<file path="config.mk">
export PLATFORM = sky130hd
export DESIGN_NAME = reg_seq_ctrl_flat
export DESIGN_NICKNAME = d
export VERILOG_FILES = /design/src/rtl/reg_seq_ctrl_pkg.sv /design/src/rtl/reg_seq_ctrl_if.sv /design/src/rtl/reg_seq_ctrl_alu.sv /design/src/rtl/reg_seq_ctrl.sv /design/src/flat_wrapper.sv
export SDC_FILE = /design/constraint.sdc
export NUM_CORES = 1
export LEC_CHECK = 0
export CORE_MARGIN = 2
export CORE_UTILIZATION = 25
export CTS_BUF_LIST = sky130_fd_sc_hd__clkbuf_8
export DETAILED_ROUTE_END_ITERATION = 8
export GPL_TIMING_DRIVEN = 0
export PLACE_DENSITY_LB_ADDON = 0.3
export SYNTH_ARGS = -nofsm -noshare
export SYNTH_HDL_FRONTEND = slang
export SYNTH_SLANG_ARGS = --single-unit
</file>
<file path="constraint.sdc">
create_clock -name clk -period 6 [get_ports clk]
set_clock_uncertainty 0.2 [all_clocks]
set_input_delay 1.2 -clock clk [delete_from_list [all_inputs] [get_ports clk]]
set_output_delay 1.2 -clock clk [all_outputs]
set_load 0.02 [all_outputs]
</file>
<file path="src/rtl/reg_seq_ctrl_pkg.sv">
// Shared definitions for the register-group instruction sequencer:
// instruction field layout, opcode values, FSM state encoding and small
// decode helpers used by both the controller and its ALU.
package reg_ctrl_pkg;

   // Instruction word layout: [15:12] op, [11:10] rd, [9:8] rs, [7:0] imm8
   localparam int INSTR_W = 16;
   localparam int OP_LSB  = 12;
   localparam int OP_W    = 4;
   localparam int RD_LSB  = 10;
   localparam int RS_LSB  = 8;
   localparam int IMM_LSB = 0;
   localparam int IMM_W   = 8;

   // Opcodes; 9..15 are illegal
   localparam logic [3:0] OP_NOP = 4'd0;
   localparam logic [3:0] OP_MOV = 4'd1;
   localparam logic [3:0] OP_ADD = 4'd2;
   localparam logic [3:0] OP_SUB = 4'd3;
   localparam logic [3:0] OP_AND = 4'd4;
   localparam logic [3:0] OP_OR  = 4'd5;
   localparam logic [3:0] OP_XOR = 4'd6;
   localparam logic [3:0] OP_LDI = 4'd7;
   localparam logic [3:0] OP_SHL = 4'd8;

   typedef enum logic [2:0] {
      ST_IDLE,
      ST_READ,
      ST_WAIT,
      ST_EXEC,
      ST_WB
   } state_t;

   // Ops that need operands fetched from the register group
   function automatic logic op_reads(input logic [3:0] op);
      return ((op >= OP_MOV) && (op <= OP_XOR)) || (op == OP_SHL);
   endfunction

   // Ops that overwrite the carry flag (MOV and LDI leave it alone)
   function automatic logic op_sets_carry(input logic [3:0] op);
      return ((op >= OP_ADD) && (op <= OP_XOR)) || (op == OP_SHL);
   endfunction

   function automatic logic op_illegal(input logic [3:0] op);
      return op > OP_SHL;
   endfunction

   function automatic logic [3:0] reg_onehot(input logic [1:0] idx);
      return 4'b0001 << idx;
   endfunction

endpackage

</file>
<file path="src/rtl/reg_seq_ctrl_if.sv">
// Bundle of the instruction handshake, the register-group read/write ports
// and the status outputs. The sequencer is the master of everything here;
// the slave side is the instruction source plus the register group.
interface reg_seq_ctrl_if #(
   parameter int DW = 16
);
   import reg_ctrl_pkg::*;

   // Instruction handshake
   logic               instr_valid;
   logic               instr_ready;
   logic [INSTR_W-1:0] instr;

   // Register group read port
   logic               rg_en_in;
   logic [1:0]         rg_rd;
   logic [1:0]         rg_rs;
   logic               rg_en_out;
   logic [DW-1:0]      rg_rd_q;
   logic [DW-1:0]      rg_rs_q;

   // Register group write port
   logic [3:0]         rg_reg_en;
   logic [DW-1:0]      rg_d_in;

   // Status
   logic               busy;
   logic               done;
   logic               err;
   logic               flag_z;
   logic               flag_c;

   modport master (
      input  instr_valid, instr, rg_en_out, rg_rd_q, rg_rs_q,
      output instr_ready, rg_en_in, rg_rd, rg_rs, rg_reg_en, rg_d_in,
             busy, done, err, flag_z, flag_c
   );

   modport slave (
      output instr_valid, instr, rg_en_out, rg_rd_q, rg_rs_q,
      input  instr_ready, rg_en_in, rg_rd, rg_rs, rg_reg_en, rg_d_in,
             busy, done, err, flag_z, flag_c
   );

endinterface

</file>
<file path="src/rtl/reg_seq_ctrl_alu.sv">
// Combinational ALU for the sequencer. All results wrap modulo 2^DW; the
// extra top bit of the internal sum carries the carry/borrow/shift-out.
module alu_core
   import reg_ctrl_pkg::*;
#(
   parameter int DW = 16
) (
   input  logic [3:0]    op,
   input  logic [DW-1:0] a,
   input  logic [DW-1:0] b,
   input  logic [7:0]    imm8,
   output logic [DW-1:0] result,
   output logic          carry,
   output logic          zero
);

   logic [DW:0] wide;

   // Compute a DW+1 bit result whose MSB is the carry for this op
   always_comb begin
      // NOTE: default first so every path assigns wide and no latch is inferred.
      wide = '0;
      case (op)
         OP_MOV:  wide = {1'b0, b};
         OP_ADD:  wide = {1'b0, a} + {1'b0, b};
         OP_SUB:  wide = {1'b0, a} - {1'b0, b};   // MSB set means borrow
         OP_AND:  wide = {1'b0, a & b};
         OP_OR:   wide = {1'b0, a | b};
         OP_XOR:  wide = {1'b0, a ^ b};
         OP_LDI:  wide = {{(DW + 1 - IMM_W){1'b0}}, imm8};
         OP_SHL:  wide = {a, 1'b0};               // MSB is the bit shifted out
         default: wide = '0;
      endcase
   end

   assign result = wide[DW-1:0];
   assign carry  = wide[DW];
   assign zero   = (wide[DW-1:0] == '0);

endmodule

</file>
<file path="src/rtl/reg_seq_ctrl.sv">
// Multi-cycle instruction sequencer for the 4x16 register group. Takes one
// instruction per handshake, fetches rd/rs over the read port, runs the ALU
// and writes the result back through the one-hot write port. All outputs
// are registered and change only on state transitions.
module reg_seq_ctrl
   import reg_ctrl_pkg::*;
#(
   parameter int DW       = 16,
   parameter int WAIT_MAX = 4
) (
   input  logic          clk,
   input  logic          rst,
   reg_seq_ctrl_if.master bus
);

   localparam int CNT_W = $clog2(WAIT_MAX + 1);

   state_t          state;
   logic [3:0]      op_q;
   logic [1:0]      rd_q;
   logic [1:0]      rs_q;
   logic [7:0]      imm_q;
   logic [DW-1:0]   a_q;
   logic [DW-1:0]   b_q;
   logic [CNT_W-1:0] wait_cnt;

   logic [3:0]      op_in;
   logic [1:0]      rd_in;
   logic [1:0]      rs_in;
   logic [7:0]      imm_in;

   logic [DW-1:0]   alu_res;
   logic            alu_c;
   logic            alu_z;

   assign op_in  = bus.instr[OP_LSB  +: OP_W];
   assign rd_in  = bus.instr[RD_LSB  +: 2];
   assign rs_in  = bus.instr[RS_LSB  +: 2];
   assign imm_in = bus.instr[IMM_LSB +: IMM_W];

   alu_core #(
      .DW (DW)
   ) u_alu (
      .op     (op_q),
      .a      (a_q),
      .b      (b_q),
      .imm8   (imm_q),
      .result (alu_res),
      .carry  (alu_c),
      .zero   (alu_z)
   );

   // Sequencer FSM with capture registers, timeout counter and registered outputs
   always_ff @(posedge clk or posedge rst) begin
      if (rst) begin
         // NOTE: every capture register is reset too, so a reset mid-instruction leaves no stale operands behind.
         state           <= ST_IDLE;
         op_q            <= '0;
         rd_q            <= '0;
         rs_q            <= '0;
         imm_q           <= '0;
         a_q             <= '0;
         b_q             <= '0;
         wait_cnt        <= '0;
         bus.instr_ready <= 1'b1;
         bus.rg_en_in    <= 1'b0;
         bus.rg_rd       <= '0;
         bus.rg_rs       <= '0;
         bus.rg_reg_en   <= '0;
         bus.rg_d_in     <= '0;
         bus.busy        <= 1'b0;
         bus.done        <= 1'b0;
         bus.err         <= 1'b0;
         bus.flag_z      <= 1'b0;
         bus.flag_c      <= 1'b0;
      end else begin
         // NOTE: non-blocking assignments so every flop samples pre-edge values.
         case (state)
            ST_IDLE: begin
               if (bus.instr_valid && bus.instr_ready) begin
                  op_q            <= op_in;
                  rd_q            <= rd_in;
                  rs_q            <= rs_in;
                  imm_q           <= imm_in;
                  bus.instr_ready <= 1'b0;
                  bus.busy        <= 1'b1;
                  if (op_reads(op_in)) begin
                     state        <= ST_READ;
                     bus.rg_en_in <= 1'b1;
                     bus.rg_rd    <= rd_in;
                     bus.rg_rs    <= rs_in;
                  end else if (op_in == OP_LDI) begin
                     state <= ST_EXEC;
                  end else begin
                     // NOP retires at once; an illegal op retires with err
                     state    <= ST_WB;
                     bus.done <= 1'b1;
                     bus.err  <= op_illegal(op_in);
                  end
               end
            end

            ST_READ: begin
               bus.rg_en_in <= 1'b0;
               wait_cnt     <= '0;
               state        <= ST_WAIT;
            end

            ST_WAIT: begin
               if (bus.rg_en_out) begin
                  a_q   <= bus.rg_rd_q;
                  b_q   <= bus.rg_rs_q;
                  state <= ST_EXEC;
               end else if (wait_cnt == CNT_W'(WAIT_MAX - 1)) begin
                  // Register group never answered: retire without a write
                  state    <= ST_WB;
                  bus.done <= 1'b1;
                  bus.err  <= 1'b1;
               end else begin
                  wait_cnt <= wait_cnt + 1'b1;
               end
            end

            ST_EXEC: begin
               bus.rg_d_in   <= alu_res;
               bus.flag_z    <= alu_z;
               if (op_sets_carry(op_q)) begin
                  bus.flag_c <= alu_c;
               end
               bus.rg_reg_en <= reg_onehot(rd_q);
               bus.done      <= 1'b1;
               state         <= ST_WB;
            end

            ST_WB: begin
               bus.rg_reg_en   <= '0;
               bus.done        <= 1'b0;
               bus.err         <= 1'b0;
               bus.rg_rd       <= '0;
               bus.rg_rs       <= '0;
               bus.busy        <= 1'b0;
               bus.instr_ready <= 1'b1;
               state           <= ST_IDLE;
            end

            default: begin
               state <= ST_IDLE;
            end
         endcase
      end
   end

endmodule

</file>
<file path="src/flat_wrapper.sv">
// flat-port wrapper written by rule: the top's interface ports become plain ports
module reg_seq_ctrl_flat import reg_ctrl_pkg::*;
#(
   parameter int DW       = 16,
   parameter int WAIT_MAX = 4
)
  (clk, rst, bus_instr_valid, bus_instr, bus_rg_en_out, bus_rg_rd_q, bus_rg_rs_q, bus_instr_ready, bus_rg_en_in, bus_rg_rd, bus_rg_rs, bus_rg_reg_en, bus_rg_d_in, bus_busy, bus_done, bus_err, bus_flag_z, bus_flag_c);
  reg_seq_ctrl_if #(.DW(DW)) bus_i ();
  input  logic clk;
  input  logic rst;
  input wire logic [$bits(bus_i.instr_valid)-1:0] bus_instr_valid;
  input wire logic [$bits(bus_i.instr)-1:0] bus_instr;
  input wire logic [$bits(bus_i.rg_en_out)-1:0] bus_rg_en_out;
  input wire logic [$bits(bus_i.rg_rd_q)-1:0] bus_rg_rd_q;
  input wire logic [$bits(bus_i.rg_rs_q)-1:0] bus_rg_rs_q;
  output wire logic [$bits(bus_i.instr_ready)-1:0] bus_instr_ready;
  output wire logic [$bits(bus_i.rg_en_in)-1:0] bus_rg_en_in;
  output wire logic [$bits(bus_i.rg_rd)-1:0] bus_rg_rd;
  output wire logic [$bits(bus_i.rg_rs)-1:0] bus_rg_rs;
  output wire logic [$bits(bus_i.rg_reg_en)-1:0] bus_rg_reg_en;
  output wire logic [$bits(bus_i.rg_d_in)-1:0] bus_rg_d_in;
  output wire logic [$bits(bus_i.busy)-1:0] bus_busy;
  output wire logic [$bits(bus_i.done)-1:0] bus_done;
  output wire logic [$bits(bus_i.err)-1:0] bus_err;
  output wire logic [$bits(bus_i.flag_z)-1:0] bus_flag_z;
  output wire logic [$bits(bus_i.flag_c)-1:0] bus_flag_c;
  assign bus_i.instr_valid = bus_instr_valid;
  assign bus_i.instr = bus_instr;
  assign bus_i.rg_en_out = bus_rg_en_out;
  assign bus_i.rg_rd_q = bus_rg_rd_q;
  assign bus_i.rg_rs_q = bus_rg_rs_q;
  assign bus_instr_ready = bus_i.instr_ready;
  assign bus_rg_en_in = bus_i.rg_en_in;
  assign bus_rg_rd = bus_i.rg_rd;
  assign bus_rg_rs = bus_i.rg_rs;
  assign bus_rg_reg_en = bus_i.rg_reg_en;
  assign bus_rg_d_in = bus_i.rg_d_in;
  assign bus_busy = bus_i.busy;
  assign bus_done = bus_i.done;
  assign bus_err = bus_i.err;
  assign bus_flag_z = bus_i.flag_z;
  assign bus_flag_c = bus_i.flag_c;
  reg_seq_ctrl #(.DW(DW), .WAIT_MAX(WAIT_MAX)) u_core (.clk(clk), .rst(rst), .bus(bus_i));
endmodule
</file>
## After elaboration in Yosys (flattened, before gate mapping)

Index checks and enable logic that the tools add are counted.

| cells by class | value |
|---|---|
| reductions and logical operators | 23 |
| bitwise gates (word level) | 3 |
| div/mod/pow operators | 0 |
| magnitude comparators | 5 |
| muxes and demuxes | 34 |
| equal/unequal tests | 23 |
| multiply operators | 0 |
| add/sub/neg operators | 3 |
| shifts and indexed selects | 1 |

Operators with widths:

| operator | number |
|---|---|
| one-hot mux 17 bit (8 select lines) | 1 |
| 2-to-1 mux 3 bit | 7 |
| equality test 4 x 3 -> 1 bit, second input constant | 5 |
| adder 16 x 16 -> 17 bit | 1 |
| subtractor 16 x 16 -> 17 bit | 1 |
| bitwise AND 16 bit | 1 |
| logical NOT 16 bit | 1 |
| bitwise OR 16 bit | 1 |
| XOR 16 bit | 1 |
| 2-to-1 mux 1 bit | 12 |
| one-hot mux 3 bit (4 select lines) | 1 |
| AND reduction 6 bit | 2 |
| AND reduction 2 bit | 5 |
| equality test 3 x 2 -> 1 bit, second input constant | 3 |
| AND reduction 3 bit | 3 |
| equality test 4 x 2 -> 1 bit, second input constant | 2 |
| equality test 4 bit, second input constant | 2 |
| less-or-equal comparator 4 x 3 -> 1 bit, second input constant | 2 |
| 2-to-1 mux 2 bit | 4 |
| inequality test 2 bit, second input constant | 4 |
| one-hot mux 2 bit (2 select lines) | 2 |
| one-hot mux 4 bit (2 select lines) | 1 |
| nonzero test 2 bit | 4 |
| inequality test 2 x 1 -> 1 bit, second input constant | 3 |
| other kinds (18) | 23 |

| storage, ports and cells | value |
|---|---|
| memories | 0 |
| bits in writable memories | 0 |
| bits in read-only memories | 0 |
| latch bits | 0 |
| bits in registers | 83 |
| output and inout bits | 31 |
| logic and storage cells | 110 |
| input port bits | 52 |

## Longest topological paths before layout

| logic depth | value |
|---|---|
| depth in word-level cells | 6 |
| depth in mapped cells | 17 |
| depth with buffers taken out | 17 |

## By module

A second synthesis with hierarchy kept.

| second synthesis, totals | value |
|---|---|
| cells, all modules | 596 |
| area, all modules | 5,915.7 µm² |

By module, submodules not included:

| module | area each (µm²) | times used | sequential area each (µm²) | cells each |
|---|---|---|---|---|
| reg_seq_ctrl | 3,467.1 | 1 | 2,078.2 | 249 |
| alu_core | 2,448.6 | 1 | 0.0 | 347 |

## Worst setup path before layout

Ideal clock, no wire load.

| path | value |
|---|---|
| path kind | register to register |
| start point | register u_core.op_q[1] |
| end point | register u_core.bus.flag_z |
| data arrival time | 3.455 ns |
| required time | 5.708 ns |
| stages on the path, launching flop included | 18 |
| setup time | 0.092 ns |
| path slack | 2.253 ns |
| period minus slack after synthesis | 3.747 ns |
| path buffers | 4 |
| cell sequence | dfrtp_1 > buf_2 > buf_1 > and3_1 > buf_1 > a21oi_1 > xnor2_1 > ha_1 > clkbuf_1 > and3_1 > a211o_1 > o211ai_2 > a21oi_1 > a41oi_1 > mux2i_1 > o21a_1 > nand4b_1 > o31ai_2 |

| between the ends | value |
|---|---|
| cells in the longest elaborated chain, start to end | 3 |
| elaborated cells between the ends (all ways) | 10 |
| those cells by class | eq/ne: 8; mux: 1; reduce/logical: 1 |

RTL lines:

| element | line | source |
|---|---|---|
| from (decl) | reg_seq_ctrl.sv:19 | `logic [3:0] op_q;` |
| from (signal assigned) | reg_seq_ctrl.sv:81 | `op_q <= op_in;` |
| equality test 4 bit (tied with other cells) | reg_seq_ctrl_alu.sv:23 | `case (op)` |
| one-hot mux 17 bit (8 select lines) (*) | reg_seq_ctrl_alu.sv:23 |  |
| logical NOT 16 bit (*) | reg_seq_ctrl_alu.sv:38 | `assign zero = (wide[DW-1:0] == '0);` |
| to (signal assigned) | reg_seq_ctrl.sv:126 | `bus.flag_z <= alu_z;` |
| to (decl) | reg_seq_ctrl_if.sv:36 | `busy, done, err, flag_z, flag_c` |

Every way passes the cells marked *; elsewhere a longest branch is shown, timed or not.
A chain may end at the register's enable or synchronous reset.

## Worst setup path after layout

Ends and elaborated chain as after synthesis.

==> run_results.csv <==
group,metric,value,unit
grt,gr-usage-all-layers,14.74,%
clock_tree,cts_root_buffer,"clkbuf_8",
die,rows,55,
clock_tree,cts_setup_buffers,0,
die,die_h,155.3,microns
detailed_routing,wl_per_cell,16.49,microns
worst_hold_path,holdPathEnd,"u_core.bus.rg_d_in[2]",
timing,tns,0,ns
synthesis,synth-edff-count,0,
clock_tree,cts_hold_buf,0,
synthesis,yosysTopAreaCell,"dfrtp_1",
synthesis,synth_area_leaders,"dfrtp_1 (36%), ha_1 (11%), o21ai_0 (6.6%)",
critical_path,start_kind,"register",
power,peakVddDrop,0.2108,mV
detailed_routing,drtIter0Drc,323,
critical_path,crit_required,6.09,ns
grt,grt_pass1_wl,27900,microns
worst_hold_path,min_from,"u_core.bus.rg_d_in[2]",
synthesis,postSynthCellCount,653,
die,io_pins,83,
critical_path,crit_arrival,4.79,ns
clock_tree,cts_htree_levels,3,
clock_tree,clockBufferDepth,2,
power,powerDensity,588.9,nW/um^2
timing,min_period_over_period,78.32,%
die,coreArea,22570,sq um
clock_tree,ctsResizeCount,0,
timing,maxSlewHeadroom,43.55,%
timing,worst_pin_slew,0.8468,ns
layout,n_antenna_cell,0,
grt,grt_pass1_vias,5075,
clock_tree,cts_tree,"built",
critical_path,ff2ff_path_depth,14,
detailed_routing,dr_total_vias,5077,
critical_path,timing.rr.start,"u_core.op_q[1]",
place,port-buffer-count,82,
synthesis,synth_most_common_cell,"dfrtp_1",
detailed_routing,via_per_inst,4.896,
power,power_leakage,2.993,nW
worst_hold_path,hold_depth,2,
detailed_routing,drc,0,
critical_path,end_kind,"register",
clock_tree,clkLatencyLatePin,0.38,ns
synthesis,synth-seq-cells,83,
timing,max_freq,212.8,MHz
critical_path,rr_endpoint,"u_core.bus.flag_z",
clock_tree,numCtsBuffers,9,
synthesis,synth_ff_type,"dfrtp_1",
timing,final-max-slew-violation-count,0,
synthesis,syn_avg_cell_area,8.768,sq um
die,dieArea,24130,sq um
critical_path,crit_type,"register to register",
synthesis,async_reset_ff_share,100.0,%
grt,grt_overflow,0,
detailed_routing,ant_nets,0,
worst_hold_path,hold_class,"register to register",
clock_tree,path_clk_slew,0.09,ns
layout,drive_above_1_share,6.782,%
outcome,status,"finished clean",
detailed_routing,first_pass_iters,5,
critical_path,ff2ff_setup_slack,1.30,ns
job,max-cap-violations,0,
timing,min_period,4.699,ns
detailed_routing,totalWireLength,17100,microns
layout,fin_cells,1037,
grt,grt_max_degree,54,
timing,hold_viol,0,
clock_tree,cts_sinks,83,
grt,grt_antenna_before_repair,0,
synthesis,synth_nets,757,
timing,setup_viol,0,
synthesis,syn_area,5725,sq um
synthesis,synth_common_cells,"dfrtp_1 (82), o21ai_0 (75), nand2_1 (73)",
place,place_congestion,0.8550,
synthesis,seq_area_frac_synth,36.30,%
timing,rsz0062_at_grt,"false",
place,place_hpwl,13300,microns
synthesis,synth.distinct_cells,67,
die,die_w,155.3,microns
critical_path,crit_fanout,10,
synthesis,synth.top_cell.area_share,35.84,%
die,start_util,25.37,%
synthesis,yosys_warnings,0,
layout,layout.nets,851,
layout,area_delta_synth_final,24.50,%
place,placed_cells,1021,
-- placed cells by master (no fill, tap or decap), types with 5 or more instances in the layout --
cell type and instances:
and3_1 9, nand3_1 8, clkbuf_1 21, nor3_1 15, and2_1 5, a22o_1 7
a31oi_1 8, nor2_1 38, a22oi_1 7, mux2_2 18, o21ai_0 75, inv_1 41
dfrtp_1 82, or3_1 5, a222oi_1 5, nor3b_1 6, xnor2_1 18, ha_1 51
a21oi_1 39, clkdlybuf4s50_1 82, o31a_1 6, a211oi_1 5, nand2_1 73, nor2b_1 13
o21a_1 8, nand2b_1 16, clkbuf_8 9
-- kinds of logic after synthesis --
logic type	Yosys count	share of synthesized area, %
AND/OR/NAND/NOR	208	17.99
buffers and inverters	71	4.830
flip-flops	83	36.30
multiplexers	22	4.458
AO/OA/AOI/OAI	195	21.57
adder cells (fa/ha/maj)	52	11.49
XOR/XNOR	22	3.365
-- through the flow --
step           area (sq um)  power (mW)  worst slack (ns)  utilization [%]  hold slack (ns)
2_1_floorplan          5725       2.986             2.253                -           0.2655
3_3_place_gp           6903       3.741            0.8770            30.58           0.2635
3_5_place_dp           6933       3.763             1.419            30.72           0.2748
4_1_cts                7128       4.201             1.373            31.58           0.2950
5_1_grt                7128       4.612             1.014            31.58           0.3161
6_report               7128       4.198             1.301            31.58           0.2868
-- where the power goes --
part	switching (mW)	internal, mW	leakage, nW
clock network	0.229	0.192	0.0966
logic	1.54	1.19	1.85
registers	0.251	0.805	1.04
total	2.02	2.18	2.99
-- per-layer routing --
layer	part of all wire (%)	GRT usage, %	up-vias
met4	1.7	4.194	0
li1	-	-	2526
met3	5.9	3.844	11
met5	0	0	-
met2	45	23.28	125
met1	47	19.91	2415
-- flip-flops by register name, summed over array words and instances (netlist names) --
name / flops
u_core.state: 3
u_core.bus.flag_z: 1
u_core.b_q: 16
u_core.wait_cnt: 3
u_core.bus.rg_d_in: 16
u_core.imm_q: 8
u_core.bus.rg_en_in: 1
u_core.bus.err: 1
u_core.bus.instr_ready: 1
u_core.bus.rg_rs: 2
u_core.bus.rg_rd: 2
u_core.bus.rg_reg_en: 4
u_core.bus.done: 1
u_core.bus.flag_c: 1
u_core.op_q: 4
u_core.rd_q: 2
u_core.a_q: 16
u_core.bus.busy: 1
-- critical path: stages (launching register included) --
cell and delay [ns]:
dfrtp_1 0.45, buf_2 0.26, buf_1 0.42, nand3_1 0.42, nand2_1 0.17, o21ai_0 0.17
fa_1 0.47, xnor2_1 0.15, a222oi_1 0.29, a21boi_0 0.45, nor4b_1 0.40, and4_1 0.26
and3_1 0.18, nand4b_1 0.11, o31ai_2 0.21
-- how the worst max path moves through the flow --
stage,cells past startpoint,slack [ns],startpoint,to
floorplan,17,2.25,u_core.op_q[1],u_core.bus.flag_z
global placement,2,0.88,rst,u_core.bus.rg_d_in[1]
global route,15,1.01,u_core.op_q[1],u_core.bus.flag_z
finish,14,1.30,u_core.op_q[1],u_core.bus.flag_z
detailed placement,15,1.42,u_core.op_q[1],u_core.bus.flag_z
CTS,15,1.37,u_core.op_q[1],u_core.bus.flag_z
-- final cells by class --
class | instances | area, sq um
inverter | 41 | 156.4
timing repair buffer | 83 | 848.3
fill | 2397 | 15440
sequential | 83 | 2078
clock inverter | 7 | 71.32
tap | 285 | 356.6
clock buffer | 9 | 123.9
buffer | 30 | 122.6
multi-input combinational | 499 | 3371
Note: power is estimated with default switching activity, not from simulation.
